File: src/rtl/da_pkg.sv
// -----------------------------------------------------------------------------
// da_pkg
// Shared definitions for the distributed-arithmetic row accumulator: sample,
// ROM and accumulator widths, the fixed-point fraction width, the number of
// bit planes processed per sample set, and the controller state type.
// No ports (package).
// -----------------------------------------------------------------------------
package da_pkg;

  localparam int SAMPLE_W = 16;
  localparam int ROM_W    = 16;
  localparam int ACC_W    = 32;
  localparam int FRAC_W   = 14;
  localparam int NPLANES  = 16;
  localparam int J_W      = 4;

  typedef enum logic [1:0] {
    ST_IDLE  = 2'd0,
    ST_ACCUM = 2'd1,
    ST_DONE  = 2'd2
  } da_state_e;

endpackage

File: src/rtl/da_row_accum_if.sv
// -----------------------------------------------------------------------------
// da_row_accum_if
// Bundles the sample-input handshake, the DA ROM port and the result
// handshake of da_row_accum.
//   in_valid/in_ready : sample set handshake, samples x0..x3 (signed 16-bit)
//   rom_addr/rom_cs   : DA ROM address {x1[j],x2[j],x3[j]} and chip select
//   rom_data          : signed Q2.14 ROM word, combinational on rom_addr
//   out_valid/out_ready/result : result handshake and signed 16-bit result
// Modports: slave = the accumulator, master = its environment.
// -----------------------------------------------------------------------------
interface da_row_accum_if;
  import da_pkg::*;

  logic                       in_valid;
  logic                       in_ready;
  logic signed [SAMPLE_W-1:0] x0;
  logic signed [SAMPLE_W-1:0] x1;
  logic signed [SAMPLE_W-1:0] x2;
  logic signed [SAMPLE_W-1:0] x3;
  logic [2:0]                 rom_addr;
  logic                       rom_cs;
  logic signed [ROM_W-1:0]    rom_data;
  logic                       out_valid;
  logic                       out_ready;
  logic signed [SAMPLE_W-1:0] result;

  modport slave (
    input  in_valid, x0, x1, x2, x3, rom_data, out_ready,
    output in_ready, rom_addr, rom_cs, out_valid, result
  );

  modport master (
    output in_valid, x0, x1, x2, x3, rom_data, out_ready,
    input  in_ready, rom_addr, rom_cs, out_valid, result
  );

endinterface

File: src/rtl/da_sat_round.sv
// -----------------------------------------------------------------------------
// da_sat_round
// Combinational conversion of the 32-bit accumulator to the 16-bit result:
// arithmetic shift right by FRAC_W, saturated to the signed 16-bit range.
// Configuration macro DA_ROW_ACCUM_ROUND_EN: when defined, 2^(FRAC_W-1) is
// added before the shift (round half up); otherwise the shift truncates.
// Ports:
//   acc_i    : signed accumulator value
//   result_o : signed saturated result
// -----------------------------------------------------------------------------
module da_sat_round
  import da_pkg::*;
(
  input  logic signed [ACC_W-1:0]    acc_i,
  output logic signed [SAMPLE_W-1:0] result_o
);

  localparam logic signed [ACC_W:0] SAT_MAX = (ACC_W+1)'(2**(SAMPLE_W-1) - 1);
  localparam logic signed [ACC_W:0] SAT_MIN = (ACC_W+1)'(-(2**(SAMPLE_W-1)));
`ifdef DA_ROW_ACCUM_ROUND_EN
  localparam logic signed [ACC_W:0] HALF_LSB = (ACC_W+1)'(2**(FRAC_W-1));
`endif

  logic signed [ACC_W:0] biased;
  logic signed [ACC_W:0] shifted;

  // One extra bit of headroom so the rounding bias can never wrap the sign.
  always_comb begin
`ifdef DA_ROW_ACCUM_ROUND_EN
    biased = $signed({acc_i[ACC_W-1], acc_i}) + HALF_LSB;
`else
    biased = $signed({acc_i[ACC_W-1], acc_i});
`endif
    shifted = biased >>> FRAC_W;
    if (shifted > SAT_MAX) begin
      result_o = SAT_MAX[SAMPLE_W-1:0];
    end else if (shifted < SAT_MIN) begin
      result_o = SAT_MIN[SAMPLE_W-1:0];
    end else begin
      result_o = shifted[SAMPLE_W-1:0];
    end
  end

endmodule

File: src/rtl/da_row_accum.sv
// -----------------------------------------------------------------------------
// da_row_accum
// Distributed-arithmetic row accumulator. A sample set x0..x3 is accepted in
// IDLE, then 16 bit planes are walked (LSB first) in ACCUM. Each plane reads
// the DA ROM at {x1[j],x2[j],x3[j]}, negates the word when x0[j] is set and
// adds it shifted by j; plane 15 is the two's-complement sign plane and is
// subtracted. The saturated result is registered on entry to DONE and held
// until the out_valid/out_ready handshake.
// Configuration macro DA_ROW_ACCUM_ROUND_EN selects rounding instead of
// truncation in the final shift (see da_sat_round).
// Ports:
//   clk   : clock, all state on rising edge
//   rst_n : asynchronous active-low reset
//   bus   : da_row_accum_if.slave (sample, ROM and result handshakes)
// -----------------------------------------------------------------------------
module da_row_accum
  import da_pkg::*;
(
  input logic           clk,
  input logic           rst_n,
  da_row_accum_if.slave bus
);

  localparam logic [J_W-1:0] LAST_J = J_W'(NPLANES - 1);

  da_state_e                  state_q, state_d;
  logic signed [SAMPLE_W-1:0] x0_q, x0_d, x1_q, x1_d, x2_q, x2_d, x3_q, x3_d;
  logic signed [ACC_W-1:0]    acc_q, acc_d;
  logic [J_W-1:0]             j_q, j_d;
  logic signed [SAMPLE_W-1:0] result_q, result_d;
  logic signed [ACC_W-1:0]    term;
  logic signed [ACC_W-1:0]    acc_step;
  logic signed [SAMPLE_W-1:0] sat_result;

  // Contribution of the current bit plane; the sign plane carries weight -2^15.
  always_comb begin
    term = {{(ACC_W-ROM_W){bus.rom_data[ROM_W-1]}}, bus.rom_data};
    if (x0_q[j_q]) begin
      term = -term;
    end
    if (j_q == LAST_J) begin
      acc_step = acc_q - (term <<< j_q);
    end else begin
      acc_step = acc_q + (term <<< j_q);
    end
  end

  // The final result is taken from the accumulator value being written on the
  // last plane, so it is already registered when DONE is entered.
  da_sat_round u_sat_round (
    .acc_i    (acc_step),
    .result_o (sat_result)
  );

  // Controller: accept, walk 16 planes, hold the result until taken.
  always_comb begin
    state_d  = state_q;
    x0_d     = x0_q;
    x1_d     = x1_q;
    x2_d     = x2_q;
    x3_d     = x3_q;
    acc_d    = acc_q;
    j_d      = j_q;
    result_d = result_q;
    case (state_q)
      ST_IDLE: begin
        if (bus.in_valid) begin
          x0_d    = bus.x0;
          x1_d    = bus.x1;
          x2_d    = bus.x2;
          x3_d    = bus.x3;
          acc_d   = '0;
          j_d     = '0;
          state_d = ST_ACCUM;
        end
      end
      ST_ACCUM: begin
        acc_d = acc_step;
        j_d   = j_q + J_W'(1);
        if (j_q == LAST_J) begin
          result_d = sat_result;
          state_d  = ST_DONE;
        end
      end
      ST_DONE: begin
        if (bus.out_ready) begin
          state_d = ST_IDLE;
        end
      end
      default: state_d = ST_IDLE;
    endcase
  end

  // State registers; reset clears everything including mid-accumulation.
  always_ff @(posedge clk or negedge rst_n) begin
    if (!rst_n) begin
      state_q  <= ST_IDLE;
      x0_q     <= '0;
      x1_q     <= '0;
      x2_q     <= '0;
      x3_q     <= '0;
      acc_q    <= '0;
      j_q      <= '0;
      result_q <= '0;
    end else begin
      state_q  <= state_d;
      x0_q     <= x0_d;
      x1_q     <= x1_d;
      x2_q     <= x2_d;
      x3_q     <= x3_d;
      acc_q    <= acc_d;
      j_q      <= j_d;
      result_q <= result_d;
    end
  end

  assign bus.in_ready  = (state_q == ST_IDLE);
  assign bus.rom_cs    = (state_q == ST_ACCUM);
  assign bus.rom_addr  = (state_q == ST_ACCUM) ? {x1_q[j_q], x2_q[j_q], x3_q[j_q]} : 3'b000;
  assign bus.out_valid = (state_q == ST_DONE);
  assign bus.result    = result_q;

endmodule

File: src/flat_wrapper.sv
// flat-port wrapper written by rule: the top's interface ports become plain ports
module da_row_accum_flat import da_pkg::*;
  (clk, rst_n, bus_in_valid, bus_x0, bus_x1, bus_x2, bus_x3, bus_rom_data, bus_out_ready, bus_in_ready, bus_rom_addr, bus_rom_cs, bus_out_valid, bus_result);
  da_row_accum_if bus_i ();
  input logic clk;
  input logic rst_n;
  input wire logic [$bits(bus_i.in_valid)-1:0] bus_in_valid;
  input wire logic [$bits(bus_i.x0)-1:0] bus_x0;
  input wire logic [$bits(bus_i.x1)-1:0] bus_x1;
  input wire logic [$bits(bus_i.x2)-1:0] bus_x2;
  input wire logic [$bits(bus_i.x3)-1:0] bus_x3;
  input wire logic [$bits(bus_i.rom_data)-1:0] bus_rom_data;
  input wire logic [$bits(bus_i.out_ready)-1:0] bus_out_ready;
  output wire logic [$bits(bus_i.in_ready)-1:0] bus_in_ready;
  output wire logic [$bits(bus_i.rom_addr)-1:0] bus_rom_addr;
  output wire logic [$bits(bus_i.rom_cs)-1:0] bus_rom_cs;
  output wire logic [$bits(bus_i.out_valid)-1:0] bus_out_valid;
  output wire logic [$bits(bus_i.result)-1:0] bus_result;
  assign bus_i.in_valid = bus_in_valid;
  assign bus_i.x0 = bus_x0;
  assign bus_i.x1 = bus_x1;
  assign bus_i.x2 = bus_x2;
  assign bus_i.x3 = bus_x3;
  assign bus_i.rom_data = bus_rom_data;
  assign bus_i.out_ready = bus_out_ready;
  assign bus_in_ready = bus_i.in_ready;
  assign bus_rom_addr = bus_i.rom_addr;
  assign bus_rom_cs = bus_i.rom_cs;
  assign bus_out_valid = bus_i.out_valid;
  assign bus_result = bus_i.result;
  da_row_accum u_core (.clk(clk), .rst_n(rst_n), .bus(bus_i));
endmodule
File: config.mk
export PLATFORM = sky130hd
export DESIGN_NAME = da_row_accum_flat
export DESIGN_NICKNAME = d
export VERILOG_FILES = /design/src/rtl/da_pkg.sv /design/src/rtl/da_row_accum_if.sv /design/src/rtl/da_sat_round.sv /design/src/rtl/da_row_accum.sv /design/src/flat_wrapper.sv
export SDC_FILE = /design/constraint.sdc
export NUM_CORES = 1
export LEC_CHECK = 0
export CAP_MARGIN = 20
export CORE_MARGIN = 4
export CORE_UTILIZATION = 60
export CTS_BUF_LIST = sky130_fd_sc_hd__clkbuf_2 sky130_fd_sc_hd__clkbuf_4 sky130_fd_sc_hd__clkbuf_8
export CTS_CLUSTER_SIZE = 8
export DETAILED_ROUTE_END_ITERATION = 8
export DONT_BUFFER_PORTS = 1
export PLACE_DENSITY = 0.72
export SLEW_MARGIN = 20
export SYNTH_ARGS = -nofsm -noshare
export SYNTH_HDL_FRONTEND = slang
export SYNTH_HIERARCHICAL = 1
export SYNTH_SLANG_ARGS = --single-unit
File: constraint.sdc
create_clock -name clk -period 21.1 [get_ports clk]
set_clock_uncertainty 0.2 [all_clocks]
set_input_delay 2.11 -clock clk [delete_from_list [all_inputs] [get_ports clk]]
set_output_delay 2.11 -clock clk [all_outputs]
set_load 0.005 [all_outputs]
==> impl_metrics.toml <==
[die]
die_h_um = 142
io_pins = 106
dieArea_mm2 = 0.0203
fp.dieW_um = 142
core_area_mm2 = 0.0175
start_util_pct = 62.1
rows = 48

[drt]
drc = 0
routed_wl_mm = 31.2
drt-initial-drc-count = 859
dr_total_vias = 9646
drt-wirelength-per-cell_um = 22.1
drtAntennaViolNets = 0
post_drt_via_cell_ratio = 6.83
dr.pass1.iters = 5

[finish]
finalInstanceArea_mm2 = 0.0113
drive_gt1_share_pct = 16.3
final_cells = 1413
finalNetCount = 1296
syn_to_final_growth_pct = 3.82
insertedDiodeCount = 0

[timing]
rsz0062_at_grt = "no"
fin_crit_sh_pct = 44.6
fmax_mhz = 106
finalHoldViolCount = 0
tns_ps = 0
setup_violations = 0
slew_headroom_pct = 26.8
worstMarginPinSlew_ps = 1090
layout_setup_ws_ps = 11690
fin_crit_ps = 9410
slew_violations = 0

[clock_tree]
cts_tree = "built"
clkTransAtPathRegs_ps = 80
clockBufferDepth = 2
clk_latency_ps = 440
cts-root-buf = "clkbuf_8"
cts_max_level = 4
cts_resized = 0
ctsHoldBuffers = 0
cts_setup_buffers = 0
clock-sinks = 118
cts_buffers = 17

[run]
drv_cap = 0

[setup_path]
required_ps = 21280
crit_type = "input port to flop"
worst_setup_path_end_kind = "flop"
critPathArrivalTime_ps = 9590
cp-start-kind = "input port"
cp_max_fo = 30

[yosys]
synth_area_mm2 = 0.0108
synthCells = 1234
syn_nets = 1354
yosysWarnings = 6
synth_area_per_cell_um2 = 8.79

[global_route]
grt_pass1_vias = 9520
grt_max_degree = 119
gr-total-overflow = 0
top_usage_layer = "met2"
met3_usage_pct = 7.90
antenna_found_initial = 1
grt_use_met1_pct = 41.8
grt_use_met2_pct = 49.4
grt_usage_pct = 31.0
grt_pass1_wl_mm = 50.6

[place]
port-buffer-count = 0
dp.cells = 1382
hpwl_mm = 22.2
postPlaceCellArea_mm2 = 0.0108
place_ws_ps = 11140
place_congestion = 1.01

[hold_path]
hold_path_class = "flop to flop"

[status]
outcome = "finished, final reports clean"
per-stage QoR:
stage,util (%),hold slack [ps]
floorplan,-,269
global route,64.4,324
finish,64.4,307
CTS,64.4,310
global placement,61.8,282
detailed placement,61.8,293
layout by cell type, fill, tap and decap left out, types with 5 or more instances in the layout:
master and instances:
nand2b_1 7, and3_1 11, nor4_1 11, a211oi_1 12, nor3b_1 6, mux2i_1 27, a41oi_1 5, nor2b_1 14
nand2_1 124, nand4_1 8, or3_1 14, a31oi_1 16, o211ai_1 17, nand3_1 52, o21a_1 12, nor3_1 30
ha_1 35, or4_1 8, mux2_2 90, clkbuf_8 18, xor2_1 32, xnor2_1 51, o221a_2 5, inv_1 24
and2_1 12, mux4_2 20, o31ai_1 10, a21o_1 20, nor2_1 85, o21ai_0 50, a311oi_1 7, o22ai_1 22
a211o_1 6, or2_2 5, dfrtp_1 114, clkinv_4 5, a21boi_1 14, a21oi_1 73, buf_4 10
per-layer routing:
layer  routed length [µm]  part of all wire (%)
met5                   13                 0.042
met4                  756                   2.4
met3                 2830                   9.1
met2                14500                    46
met1                13200                    42
cell type report:
cell class	instances	area (µm²)
clock inverters	13	195
inverters	27	101
clock buffers	18	248
fillers	1497	6220
well taps	225	282
repair buffers	10	75.1
flip-flops and latches	118	2960
multi-input cells	1002	7400
registers in the layout, indices dropped and copies added, names as in the netlist:
register,flops
u_core/bus.result,16
u_core/x3_q,16
u_core/x0_q,16
u_core/j_q,4
u_core/x2_q,16
u_core/state_q,2
u_core/acc_q,32
u_core/x1_q,16
critical path, cell delays in order:
cell and delay [ps]:
inv_1 60, ha_1 250, or4b_1 660, nor2_1 310, nor4_1 80, a311oi_1 700, mux2i_1 280, a2111oi_2 430
o211ai_2 190, or2_4 310, a21oi_1 240, xor2_1 190, ha_1 320, o21a_1 210, o21a_1 150, o21ai_0 210
a21bo_2 170, a41oi_1 60, a221o_1 440, a211oi_1 260, nor2_1 100, o31ai_1 350, a211o_1 230, o21bai_1 140
xor2_4 640, a21boi_1 150, o22ai_1 190, mux2_2 190
path summary, 6_finish.rpt:
path	startpoint	endpoint	slack [ps]	depth (start not counted)
max in group asynchronous	rst_n	u_core/j_q[3]	19180	0
hold reg to reg	u_core/x2_q[14]	u_core/x2_q[14]	310	1
min in group asynchronous	rst_n	u_core/acc_q[0]	1170	0
setup reg to reg	u_core/j_q[0]	u_core/bus.result[14]	12370	28
setup / recovery	bus_rom_data[0]	u_core/bus.result[14]	11690	28
hold / removal	u_core/x2_q[14]	u_core/x2_q[14]	310	1
Power is not shown: default switching activity piles up to over one toggle a cycle in this logic, so the estimate is an artifact.
